File: config.mk
export PLATFORM = sky130hd
export DESIGN_NAME = fpu_req_arbiter
export DESIGN_NICKNAME = d
export VERILOG_FILES = /design/src/rtl/fpu_req_arbiter.sv
export SDC_FILE = /design/constraint.sdc
export NUM_CORES = 1
export LEC_CHECK = 0
export BUFFER_PORTS_ARGS = -buffer_cell sky130_fd_sc_hd__buf_2
export CAP_MARGIN = 10
export CORE_AREA = 2 2 83 117
export CTS_CLUSTER_SIZE = 14
export DETAILED_ROUTE_END_ITERATION = 8
export DIE_AREA = 0 0 85 119
export GPL_TIMING_DRIVEN = 0
export HOLD_SLACK_MARGIN = 0.1
export PLACE_DENSITY = 0.81
export SLEW_MARGIN = 10
export SYNTH_ARGS = -nofsm -noshare
export SYNTH_HDL_FRONTEND = slang
export SYNTH_SLANG_ARGS = --single-unit
File: constraint.sdc
create_clock -name clk -period 3.5 [get_ports clk]
set_input_delay 1.05 -clock clk [delete_from_list [all_inputs] [get_ports clk]]
set_output_delay 1.05 -clock clk [all_outputs]
set_load 0.05 [all_outputs]
File: src/rtl/fpu_req_arbiter.sv
// fpu_req_arbiter: round-robin share of one multi-cycle FPU core with watchdog and sticky exception flags.
module fpu_req_arbiter #(
    parameter int NEXP = 8,
    parameter int NSIG = 7,
    parameter int NREQ = 4,
    parameter int TIMEOUT = 64,
    localparam int W = 1 + NEXP + NSIG,
    localparam int IDW = $clog2(NREQ)
) (
    input  logic                clk,
    input  logic                rst,
    input  logic [NREQ-1:0]     req_valid,
    output logic [NREQ-1:0]     req_ready,
    input  logic [2*NREQ-1:0]   req_op,
    input  logic [W*NREQ-1:0]   req_a,
    input  logic [W*NREQ-1:0]   req_b,
    output logic                fu_start,
    output logic                fu_abort,
    output logic [1:0]          fu_op,
    output logic [W-1:0]        fu_a,
    output logic [W-1:0]        fu_b,
    input  logic                fu_done,
    input  logic [W-1:0]        fu_result,
    input  logic [4:0]          fu_flags,
    output logic                rsp_valid,
    input  logic                rsp_ready,
    output logic [IDW-1:0]      rsp_id,
    output logic [W-1:0]        rsp_result,
    output logic [4:0]          rsp_flags,
    input  logic                sticky_clr,
    output logic [4:0]          sticky_flags,
    output logic                busy
);
    localparam int CW = $clog2(TIMEOUT);
    localparam logic [W-1:0] QNAN = {1'b0, {NEXP{1'b1}}, 1'b1, {(NSIG-1){1'b0}}};

    typedef enum logic [1:0] {IDLE, ISSUE, WAIT, RESP} state_t;

    state_t           r_state, w_next;
    logic [IDW-1:0]   r_ptr, r_id, w_gnt_id, w_idx;
    logic             w_gnt_any, w_last, w_hs;
    logic [CW-1:0]    r_cnt;
    logic [1:0]       r_op;
    logic [W-1:0]     r_a, r_b, r_res;
    logic [4:0]       r_fl, r_sticky;

    // Scan downward so the lowest offset from r_ptr wins.
    always_comb begin
        w_gnt_any = 1'b0;
        w_gnt_id = '0;
        w_idx = '0;
        for (int k = NREQ - 1; k >= 0; k--) begin
            w_idx = IDW'((int'(r_ptr) + k) % NREQ);
            if (req_valid[w_idx]) begin
                w_gnt_any = 1'b1;
                w_gnt_id = w_idx;
            end
        end
    end

    assign w_last = r_cnt == CW'(TIMEOUT - 1);
    assign w_hs = rsp_valid & rsp_ready;

    always_ff @(posedge clk) begin
        if (rst) r_state <= IDLE;
        else r_state <= w_next;
    end

    always_comb begin
        w_next = r_state;
        req_ready = '0;
        fu_start = 1'b0;
        fu_abort = 1'b0;
        unique case (r_state)
            IDLE: begin
                req_ready[w_gnt_id] = w_gnt_any;
                w_next = w_gnt_any ? ISSUE : IDLE;
            end
            ISSUE: begin
                fu_start = 1'b1;
                w_next = WAIT;
            end
            WAIT: begin
                fu_abort = ~fu_done & w_last;
                w_next = (fu_done | w_last) ? RESP : WAIT;
            end
            RESP: w_next = rsp_ready ? IDLE : RESP;
        endcase
    end

    always_ff @(posedge clk) begin
        if (rst) begin
            r_ptr <= '0;
            r_id <= '0;
            r_op <= '0;
            r_a <= '0;
            r_b <= '0;
            r_cnt <= '0;
            r_res <= '0;
            r_fl <= '0;
            r_sticky <= '0;
        end else begin
            if (r_state == IDLE && w_gnt_any) begin
                r_ptr <= IDW'((int'(w_gnt_id) + 1) % NREQ);
                r_id <= w_gnt_id;
                r_op <= req_op[2*w_gnt_id +: 2];
                r_a <= req_a[W*w_gnt_id +: W];
                r_b <= req_b[W*w_gnt_id +: W];
            end
            r_cnt <= r_state == ISSUE ? '0 : r_state == WAIT ? r_cnt + CW'(1) : r_cnt;
            if (r_state == WAIT && (fu_done || w_last)) begin
                r_res <= fu_done ? fu_result : QNAN;
                r_fl <= fu_done ? fu_flags : 5'b00001;
            end
            // A clear coinciding with a handshake wipes the old flags before merging.
            if (w_hs) r_sticky <= (sticky_clr ? 5'b0 : r_sticky) | r_fl;
            else if (sticky_clr) r_sticky <= '0;
        end
    end

    assign fu_op = r_op;
    assign fu_a = r_a;
    assign fu_b = r_b;
    assign rsp_valid = r_state == RESP;
    assign rsp_id = r_id;
    assign rsp_result = r_res;
    assign rsp_flags = r_fl;
    assign sticky_flags = r_sticky;
    assign busy = r_state != IDLE;
endmodule
# After elaboration in Yosys (flattened, before gate mapping)
# Cells that the tools add are included.
totals:
  input_bits: 166
  ff_bits: 72
  wordCells: 70
op_classes:
  n_addsub: 5
  n_lt_le_gt_ge: 6
  n_reduce_logical: 7
  muxes: 29
  shift: 3
  eq_ne: 4
  bitwise: 6
ops:
  columns: ["operator", "count"]
  rows:
  - ["$shiftx A64 B7 Y16", 2]
  - ["$mux W16", 1]
  - ["$lt A2 B3 Y1 const B", 5]
  - ["$mux W5", 3]
  - ["$mux W1", 13]
  - ["$mux W2", 5]
  - ["$bmux W1 S2", 4]
  - ["$pmux W2 S4", 1]
  - ["$shiftx A8 B4 Y2", 1]
  - ["$add A6 B1 Y6 const B", 1]
  - ["$eq A6 B6 Y1 const B", 1]
  - ["$or A5 B5 Y5", 1]
  - ["$add A2 B1 Y2 const B", 2]
  - ["$add A2 B2 Y2 const B", 2]
  - ["$and A4 B4 Y4", 1]
  - ["$eq A2 B2 Y1 const B", 2]
  - ["$mux W4", 1]
  - ["$logic_and A1 B1 Y1", 3]
  - ["$and A1 B1 Y1", 2]
  - ["$demux W1 S2", 1]
  - ["$eq A2 B1 Y1 const B", 1]
  - ["$ge A2 B1 Y1 const B", 1]
  - ["$logic_not A2 Y1", 1]
  - ["$reduce_bool A2 Y1", 1]
  - ["other kinds (4)", 4]

# Logic depth before layout (Yosys ltp)
# Gate-level depths: netlist (run 1).
logic_depth:
  word_depth: 13
  ltp_mapped: 9

# Worst setup path after synthesis (run 1)
# OpenSTA, ideal clock, no wires.
synth_timing:
  path_kind: "in2out"
  startpoint: "input port req_valid[3]"
  endpoint: "output port req_ready[0]"
  path_stages: 4
  path_slack_ns: -0.280
  path_buffers: 1
  t_arrival_ns: 2.730
  cell_sequence: "buf_2 > nor2_1 > nor3_1 > nor3_1"
synth_between:
  elab_chain_cells: 12
  elab_cells_between_ends: 23
  classes_between: "order compare: 2; mux: 19; bitwise: 1; reduce/logical: 1"
synth_lines:
  columns: ["element", "line", "text"]
  rows:
  - ["from (decl)", "12", "input logic [NREQ-1:0] req_valid,"]
  - ["$bmux W1 S2", "54", "if (req_valid[w_idx]) begin"]
  - ["$mux W1 (implied by the code)", "54", null]
  - ["$mux W2 (4 in series)", "54", null]
  - ["$lt A2 B3 Y1 (implied by the code) / $ge A2 B1 Y1 (equally long branches)", "76", "req_ready[w_gnt_id] = w_gnt_any;"]
  - ["$logic_and A1 B1 Y1 (implied by the code)", "76", null]
  - ["$mux W1 (implied by the code)", "76", null]
  - ["$demux W1 S2", "76", null]
  - ["$and A4 B4 Y4 (no source line) *", null, null]
  - ["$mux W4 *", "74", "unique case (r_state)"]
  - ["to (decl)", "13", "output logic [NREQ-1:0] req_ready,"]
# Every way passes the cells marked *; elsewhere a longest branch is shown, timed or not. The select of a mux whose other input is x is not followed.

# Worst setup path after layout (run 1)
layout_timing:
  startpoint: "input port req_valid[0]"
  endpoint: "output port req_ready[0]"
# The elaborated chain is that of the path after synthesis.

==> out/metrics.yaml, run 1 <==
drt:
  dr.pass1.iters: 5
  vias: 4612
  detail_route.iter0.violations: 213
  drt-total-wl_um: 14000
  via_per_inst: 5.68
  ant_nets: 0
  drcViolationCount: 0
  wire_per_inst_um: 17.2
critical_path:
  crit_top_cell: "buf_2"
  crit_path_cell_trace: "buf_2 > mux2i_1 > nor2_2 > nor3_4 > nor3_1 > buf_2"
  cp_max_fo: 8
  start_kind: "input pin"
  slowest_delay_ns: 0.36
  setup.worst_path.class: "in2out"
  critPathRequiredTime_ns: 2.45
  critPathArrivalTime_ns: 2.35
  cp-end-kind: "output port"
  critPathSlowestCell: "nor2_2"
global_routing:
  grt_pass1_vias: 4607
  grt_max_degree: 15
  overflow: 0
  antenna_found_initial: 0
  grt_pass1_wl_um: 21600
  track_usage_pct: 26.5
power:
  power_density_nw_per_um2: 551
  irDropWorstVdd_mv: 0.389
  p_leak_nw: 2.68
die:
  pin_count: 236
  row_count: 42
  dieArea_um2: 10100
  start_util_pct: 43.8
  chipHeight_um: 119
  coreArea_um2: 9200
  die-width_um: 85
worst_hold_path:
  hp-class: "reg2reg"
outcome:
  status: "finished clean"
placed_design:
  portBuffers: 233
  place_ws_ns: -0.0833
  dp.cells: 796
  post-dp-hpwl_um: 10400
  gp_congestion: 0.922
cts:
  clock-sinks: 72
  cts_tree: "done"
  cts_buffer_depth: 2
  clkSlewWorstSetupHoldPaths_ns: 0.06
  cts_hold_buf: 0
  cts_buffers: 9
  htree_levels: 3
  root_buffer: "clkbuf_16"
  insertion_delay_ns: 0.34
  cts_setup_buffers: 0
synthesis:
  syn_avg_cell_area_um2: 8.89
  yosys-top-cells-area: "dfxtp_1 36%, mux2i_1 9.2%, a211o_1 7.4%, o211ai_1 6.3%, o31ai_1 6.3%"
  seq_area_frac_synth_pct: 35.8
  syn-num-nets: 620
  syn_inst: 453
  synth_area_um2: 4030
  synth_top_area_share_pct: 35.8
  yosys.area.top_type: "dfxtp_1"
  synth.distinct_cells: 43
  yosys_warnings: 0
  ys.flop_type: "dfxtp_1"
  synth_edf_count: 0
  async_reset_ff_share_pct: 0
  ys_seq_elements: 72
timing:
  layout_setup_ws_ns: 0.0964
  fmax_mhz: 294
  fin_worst_skew_ns: 0.00822
  slew_viol_final: 0
  finalCritPeriodShare_pct: 97.2
  fin_crit_ns: 3.40
  hold_viol: 0
  maxSlewHeadroom_pct: 56.7
  finalSetupViolCount: 0
  rsz0062_at_grt: "no"
  worst_pin_slew_ns: 0.645
finish:
  syn_to_final_growth_pct: 40.2
  layout-drive-gt1-share_pct: 43.9
  nets: 864
  antenna_cells: 0
  fin_cells: 812
job:
  cap_violations: 0
==> kinds of logic after synthesis <==
kind of cell    Yosys count  synth area share, %
simple gates            143                 17.9
xor+xnor                  3                0.652
mux                      37                 9.20
buf+inv                  53                 7.89
compound gates          144                 28.2
flops                    72                 35.8
fa+ha+maj                 1                0.311
==> metal layers <==
metal | wire, um | up-vias | track usage, % | share of wire, %
met2 | 7280 | 199 | 48.1 | 52
li1 | - | 2232 | - | -
met5 | 0 | - | 0 | 0
met4 | 389 | 0 | 11.1 | 2.8
met3 | 958 | 35 | 6.58 | 6.9
met1 | 5320 | 2146 | 28.6 | 38
==> timing repair <==
item	4_1_cts	5_1_grt
resized for setup	2	5
endpoints found under the hold margin	0	0
cloned	0	0
setup endpoints to repair	4	3
==> cell usage after synthesis, types with 3 or more instances <==
master and number:
nand2_1 45, nor2_1 31, a21oi_1 11, clkbuf_1 14
a211o_1 34, o31ai_1 34, dfxtp_1 72, nor2b_1 6
nor3_1 6, nand2b_1 3, a22oi_1 12, o211ai_1 34
nand4_1 35, mux2i_1 37, inv_1 4, o221a_2 10
buf_2 28, buf_12 4
==> stage by stage <==
stage	power [mW]	util, %	setup TNS (ns)	instance area, um2	hold WS [ns]
3_5_place_dp	2.23	58.0	-0.146	5330	0.453
6_report	3.11	61.4	0	5650	0.464
2_1_floorplan	1.89	-	-0.559	4030	0.480
5_1_grt	3.25	61.4	0	5650	0.491
4_1_cts	3.13	61.2	0	5630	0.467
3_3_place_gp	2.19	58.0	-0.0896	5330	0.442
==> critical path, delay by kind of cell <==
kind          cells  cell delay, ns
simple gates      3            0.73
mux               1            0.11
buf+inv           2            0.46
==> where the power goes <==
part	switching (mW)	internal [mW]
Combinational	0.834	0.402
Sequential	0.0584	0.925
Clock	0.384	0.508
Total	1.28	1.84
==> worst paths after layout <==
check                                              to             startpoint  depth (start not counted)  slack [ns]
worst max-delay path                     req_ready[0]           req_valid[0]                          6         0.1
worst min-delay path             fu_a[6]$_SDFFE_PP0P_   fu_a[6]$_SDFFE_PP0P_                          2        0.46
worst max register to register  fu_a[11]$_SDFFE_PP0P_  r_ptr[1]$_SDFFE_PP0P_                          8        1.52
worst min register to register   fu_a[6]$_SDFFE_PP0P_   fu_a[6]$_SDFFE_PP0P_                          2        0.46
==> area by class of cell <==
| cell class | instances | area, um2 |
|---|---|---|
| plain buffers | 49 | 304 |
| flip-flops and latches | 72 | 1440 |
| clock buffers | 10 | 239 |
| fillers | 831 | 3550 |
| clock inverters | 6 | 47.5 |
| well taps | 110 | 138 |
| multi-input cells | 328 | 2300 |
| inverters | 4 | 15.0 |
| repair buffers | 233 | 1170 |
==> state kept, by name, summed over array words and instances (netlist names) <==
register and cells:
rsp_id 2, fu_a 16, rsp_result 16, rsp_flags 5
fu_b 16, r_cnt 6, r_ptr 2, fu_op 2
r_state 2, sticky_flags 5
==> placed cells by master (no fill, tap or decap), types with 3 or more instances in the layout <==
cell type,instances
buf_2,261
dfxtp_1,72
nand2_1,45
mux2i_1,37
nand4_1,35
o31ai_1,34
a211o_1,34
o211ai_1,34
nor2_1,30
clkbuf_1,13
a22oi_1,12
a21oi_1,11
o221a_2,10
clkbuf_16,9
nor2b_1,6
nor3_1,5
inv_1,4
buf_12,4
inv_6,4
nor2_2,3
nand2b_1,3
(Power assumes the default switching activity.)
==> inputs of run 2 (changes only) <==
Settings changed: RECOVER_POWER from default to 25.
==> run 2 against run 1 <==
  * Cell area barely moved
  * Clock power barely moved
  * Clock skew hardly changed
  * Via count hardly changed
  * Hold slack about the same
  * First-iteration DRC count unchanged
  * Final cell count is the same
  * Maximum frequency is 0.17% higher
  * Sequential share of layout area about the same
  * Largest cell class unchanged
  * Highest routed layer unchanged
==> out/metrics.yaml, run 2 (synthesis results as in run 1) <==
critical_path:
  start_kind: "input pin"
  critPathArrivalTime_ns: 2.35
  setup.worst_path.class: "in2out"
  reg2reg_depth: 8
  cp_max_fo: 8
  critPathRequiredTime_ns: 2.45
  cp-end-kind: "output port"
  reg2reg_slack_ns: 1.51
  rr_endpoint: "fu_b[10]$_SDFFE_PP0P_"
  r2r_start: "r_ptr[1]$_SDFFE_PP0P_"
timing:
  finalCritPeriodShare_pct: 97.1
  fin_worst_skew_ns: 0.00864
  fin_hold_ws_ns: 0.463
  fmax_mhz: 294
  fin_crit_ns: 3.40
  hold_viol: 0
  worst_pin_slew_ns: 0.648
  tns_ns: 0
  slew_viol_final: 0
  finalSetupViolCount: 0
  maxSlewHeadroom_pct: 56.5
  rsz0062_at_grt: "no"
job:
  cap_violations: 0
worst_hold_path:
  hp-class: "reg2reg"
  hold_end: "fu_a[6]$_SDFFE_PP0P_"
  hold_start: "fu_a[6]$_SDFFE_PP0P_"
  worstHoldPathCells: 2
die:
  die-width_um: 85
  chipHeight_um: 119
  dieArea_um2: 10100
  row_count: 42
  start_util_pct: 43.8
  pin_count: 236
  coreArea_um2: 9200
cts:
  root_buffer: "clkbuf_16"
  cts_buffers: 9
  cts_buffer_depth: 2
  clock-sinks: 72
  htree_levels: 3
  cts_setup_buffers: 0
  insertion_delay_ns: 0.34
  clkSlewWorstSetupHoldPaths_ns: 0.06
  cts_tree: "done"
global_routing:
  overflow: 0
  track_usage_pct: 26.5
  antenna_found_initial: 0
  grt_pass1_vias: 4607
  grt_pass1_wl_um: 21600
  grt_max_degree: 15
finish:
  nets: 864
  fin_cells: 812
  final_cell_mix: "259 x buf_2, 72 x dfxtp_1, 45 x nand2_1"
  syn_to_final_growth_pct: 40.1
  layout-drive-gt1-share_pct: 43.6
  final_common_cell: "buf_2"
  fillerInstances: 832
  antenna_cells: 0
  post-route-util_pct: 61.4
drt:
  vias: 4616
  drcViolationCount: 0
  wire_per_inst_um: 17.2
  detail_route.iter0.violations: 213
  dr.pass1.iters: 4
  via_per_inst: 5.68
  drt-total-wl_um: 13900
  ant_nets: 0
power:
  p_comb_share_pct: 39.7
  internal_power_mw: 1.84
  p_sw_share_pct: 41.1
  clkPwrFrac_pct: 28.7
  switchingPower_mw: 1.28
  seqPwrFrac_pct: 31.6
  irDropWorstVdd_mv: 0.389
  p_leak_nw: 2.68
  power_density_nw_per_um2: 552
placed_design:
  gp_congestion: 0.922
  portBuffers: 233
  post-dp-hpwl_um: 10400
  dp.cells: 796
outcome:
  status: "finished clean"
==> run 2: changes by cell type in the layout (fill, tap and decap cells not counted), sizes merged <==
cell | previous run | this run
buf | 268 | 266
clkbuf | 24 | 26
==> run 2: timing repair <==
| action | CTS | global route |
|---|---|---|
| endpoints found under the setup margin | 4 | 3 |
| pin swaps | 0 | 0 |
| hold buffers | 0 | 0 |
| gates resized for setup | 2 | 5 |
==> run 2: worst max-delay path by stage <==
| stage | slack [ns] | from | end |
|---|---|---|---|
| floorplan | -0.28 | req_valid[3] | req_ready[0] |
| detailed placement | -0.08 | req_valid[0] | req_ready[0] |
| CTS | 0.03 | req_valid[1] | req_ready[0] |
| finish | 0.10 | req_valid[0] | req_ready[0] |
| global route | 0.01 | req_valid[0] | req_ready[0] |
| global placement | -0.09 | req_valid[0] | req_ready[0] |
==> run 2: metrics by stage <==
step,worst slack (ns),area (um2),total power [mW]
floorplan,-0.280,4030,1.89
global placement,-0.0896,5330,2.19
detailed placement,-0.0833,5330,2.23
CTS,0.0345,5630,3.13
global route,0.0104,5640,3.25
finish,0.102,5640,3.11
==> run 2: critical path, stage by stage <==
cell     delay, ns
buf_2         0.13
mux2i_1       0.10
nor2_2        0.36
nor3_4        0.09
nor3_1        0.28
buf_2         0.33
==> run 2: power by group through the flow <==
stage | clock [mW] | combinational, mW | sequential, mW
6_report | 0.894 | 1.24 | 0.983
5_1_grt | 0.940 | 1.31 | 0.994
4_1_cts | 0.912 | 1.23 | 0.983
3_5_place_dp | 0 | 1.23 | 1.00
3_3_place_gp | 0 | 1.20 | 0.995
2_1_floorplan | 0 | 0.563 | 1.32
==> run 2: per-layer routing <==
metal  vias to the layer above  routed length (um)  global-route usage, %
met3                        34                1040                   6.58
met4                         0                 386                   11.1
met2                       202                7260                   48.1
met5                         -                   0                      0
li1                       2233                   -                      -
met1                      2147                5260                   28.6
==> run 2: layout make-up <==
| cell class | count | area (um2) | area share [%] |
|---|---|---|---|
| flip-flops and latches | 72 | 1440 | 25.5 |
| multi-input cells | 328 | 2300 | 40.7 |
| clock inverters | 6 | 47.5 | 0.842 |
| clock buffers | 10 | 239 | 4.23 |
| inverters | 4 | 15.0 | 0.266 |
| repair buffers | 233 | 1160 | 20.6 |
| plain buffers | 49 | 304 | 5.39 |
| well taps | 110 | 138 | 2.44 |
==> inputs of run 3 (changes only) <==
Settings changed: CORE_AREA 2 2 83 117 to 2 2 88 124, DIE_AREA 0 0 85 119 to 0 0 90 126, PLACE_DENSITY 0.81 to 0.73.
==> run 3 against run 2 <==
  * Cell area grew 0.73%
  * Largest cell class unchanged
  * Register-to-register slack gained 0.05 ns
  * Total power grew 0.80%
  * Global-route usage shrank 2.9 points
  * Utilization shrank 5.9 points
  * Critical endpoint unchanged
  * Non-clock buffer count is the same
  * Setup slack gained 0.016 ns
==> out/metrics.yaml, run 3 (synthesis results as in run 1) <==
timing:
  finalSetupViolCount: 0
  slew_viol_final: 0
  fin_worst_skew_ns: 0.00933
  maxSlewHeadroom_pct: 52.9
  finalCritPeriodShare_pct: 96.6
  worst_pin_slew_ns: 0.702
  fmax_mhz: 296
  fin_crit_ns: 3.38
  fin_hold_ws_ns: 0.463
  rsz0062_at_grt: "no"
  hold_viol: 0
drt:
  vias: 4556
  via_per_inst: 5.42
  drcViolationCount: 0
  dr.pass1.iters: 4
  wire_per_inst_um: 16.2
  drt-total-wl_um: 13600
  ant_nets: 0
  detail_route.iter0.violations: 198
power:
  internal_power_mw: 1.90
  p_leak_nw: 2.68
  switchingPower_mw: 1.24
  p_sw_share_pct: 39.4
  clkPwrFrac_pct: 29.6
  power_density_nw_per_um2: 552
  p_comb_share_pct: 39.1
  irDropWorstVdd_mv: 0.245
  seqPwrFrac_pct: 31.3
worst_hold_path:
  hp-class: "reg2reg"
outcome:
  status: "finished clean"
placed_design:
  gp_congestion: 0.822
  portBuffers: 233
  place_area_um2: 5370
  post-dp-hpwl_um: 10400
critical_path:
  critPathArrivalTime_ns: 2.33
  start_kind: "input pin"
  cp-end-kind: "output port"
  critPathRequiredTime_ns: 2.45
  crit_top_cell: "buf_2"
  slowest_delay_ns: 0.55
  critPathSlowestCell: "nor4_1"
  cp_max_fo: 6
  crit_path_cell_trace: "buf_2 > nor4_1 > nand2b_1 > nor3_1 > buf_2"
  setup.worst_path.class: "in2out"
die:
  start_util_pct: 39.3
  die-width_um: 90
  pin_count: 236
  chipHeight_um: 126
  dieArea_um2: 11300
  row_count: 44
  coreArea_um2: 10200
cts:
  cts_tree: "done"
  cts_setup_buffers: 0
  cts_buffers: 9
  cts_buffer_depth: 2
  clock-sinks: 72
  root_buffer: "clkbuf_16"
  insertion_delay_ns: 0.33
  clkSlewWorstSetupHoldPaths_ns: 0.06
  htree_levels: 3
global_routing:
  track_usage_pct: 23.6
  antenna_found_initial: 0
  overflow: 0
  grt_pass1_wl_um: 21800
  grt_max_degree: 14
  grt_pass1_vias: 4685
finish:
  antenna_cells: 0
  final_common_cell: "buf_2"
  stdcell_area_um2: 5690
  syn_to_final_growth_pct: 41.2
  layout-drive-gt1-share_pct: 43.4
  nets: 864
  final_cell_mix: "258 x buf_2, 72 x dfxtp_1, 45 x nand2_1"
job:
  cap_violations: 0
==> run 3: cell types whose count changed in the layout (fill, tap and decap cells not counted), sizes merged <==
cell / change
buf: -1
inv: -2
clkbuf: +1
clkinv: +1
bufinv: +1
==> run 3: stage by stage <==
stage | setup slack [ns] | instances | power, mW | util (%) | setup TNS [ns]
floorplan | -0.280 | 453 | 1.89 | - | -0.559
global placement | 0.00856 | 824 | 2.20 | 52.4 | 0
detailed placement | -0.0567 | 824 | 2.22 | 52.4 | -0.107
CTS | 0.0263 | 840 | 3.16 | 55.4 | 0
global route | 0.0123 | 840 | 3.30 | 55.5 | 0
finish | 0.118 | 840 | 3.14 | 55.5 | 0
==> run 3: timing repair <==
item / CTS / global route
hold buffers: 0 / 0
setup endpoints to repair: 3 / 4
gates resized for setup: 1 / 6
==> run 3: worst max-delay path, delay by kind of cell <==
family        cells  cell delay (ns)
simple gates      3             0.93
buf+inv           2             0.35
==> run 3: final timing paths <==
kind	startpoint	to	slack (ns)	cells past startpoint
setup reg to reg	r_ptr[1]$_SDFFE_PP0P_	fu_a[14]$_SDFFE_PP0P_	1.56	7
setup / recovery	req_valid[1]	req_ready[0]	0.12	5
hold / removal	rsp_id[1]$_SDFFE_PP0P_	rsp_id[1]$_SDFFE_PP0P_	0.46	2
hold reg to reg	rsp_id[1]$_SDFFE_PP0P_	rsp_id[1]$_SDFFE_PP0P_	0.46	2
==> run 3: cell type report <==
type	instances	area, um2
timing repair buffer	233	1170
clock inverter	6	65.1
inverter	4	15.0
multi-input combinational	328	2280
tap	138	173
buffer	49	304
sequential	72	1440
fill	982	4550
clock buffer	10	239
==> run 3: power by group through the flow <==
stage	Clock, mW	Combinational (mW)	Sequential [mW]
4_1_cts	0.952	1.22	0.984
6_report	0.929	1.23	0.983
5_1_grt	0.993	1.31	0.997
3_3_place_gp	0	1.21	0.996
3_5_place_dp	0	1.22	1.00
2_1_floorplan	0	0.563	1.32
==> run 3: per-layer routing <==
metal	GRT usage, %	wire length (um)	vias up
li1	-	-	2221
met1	25.2	5130	2091
met2	43.9	7030	216
met3	6.64	1170	28
met4	8.60	270	0
met5	0	0	-
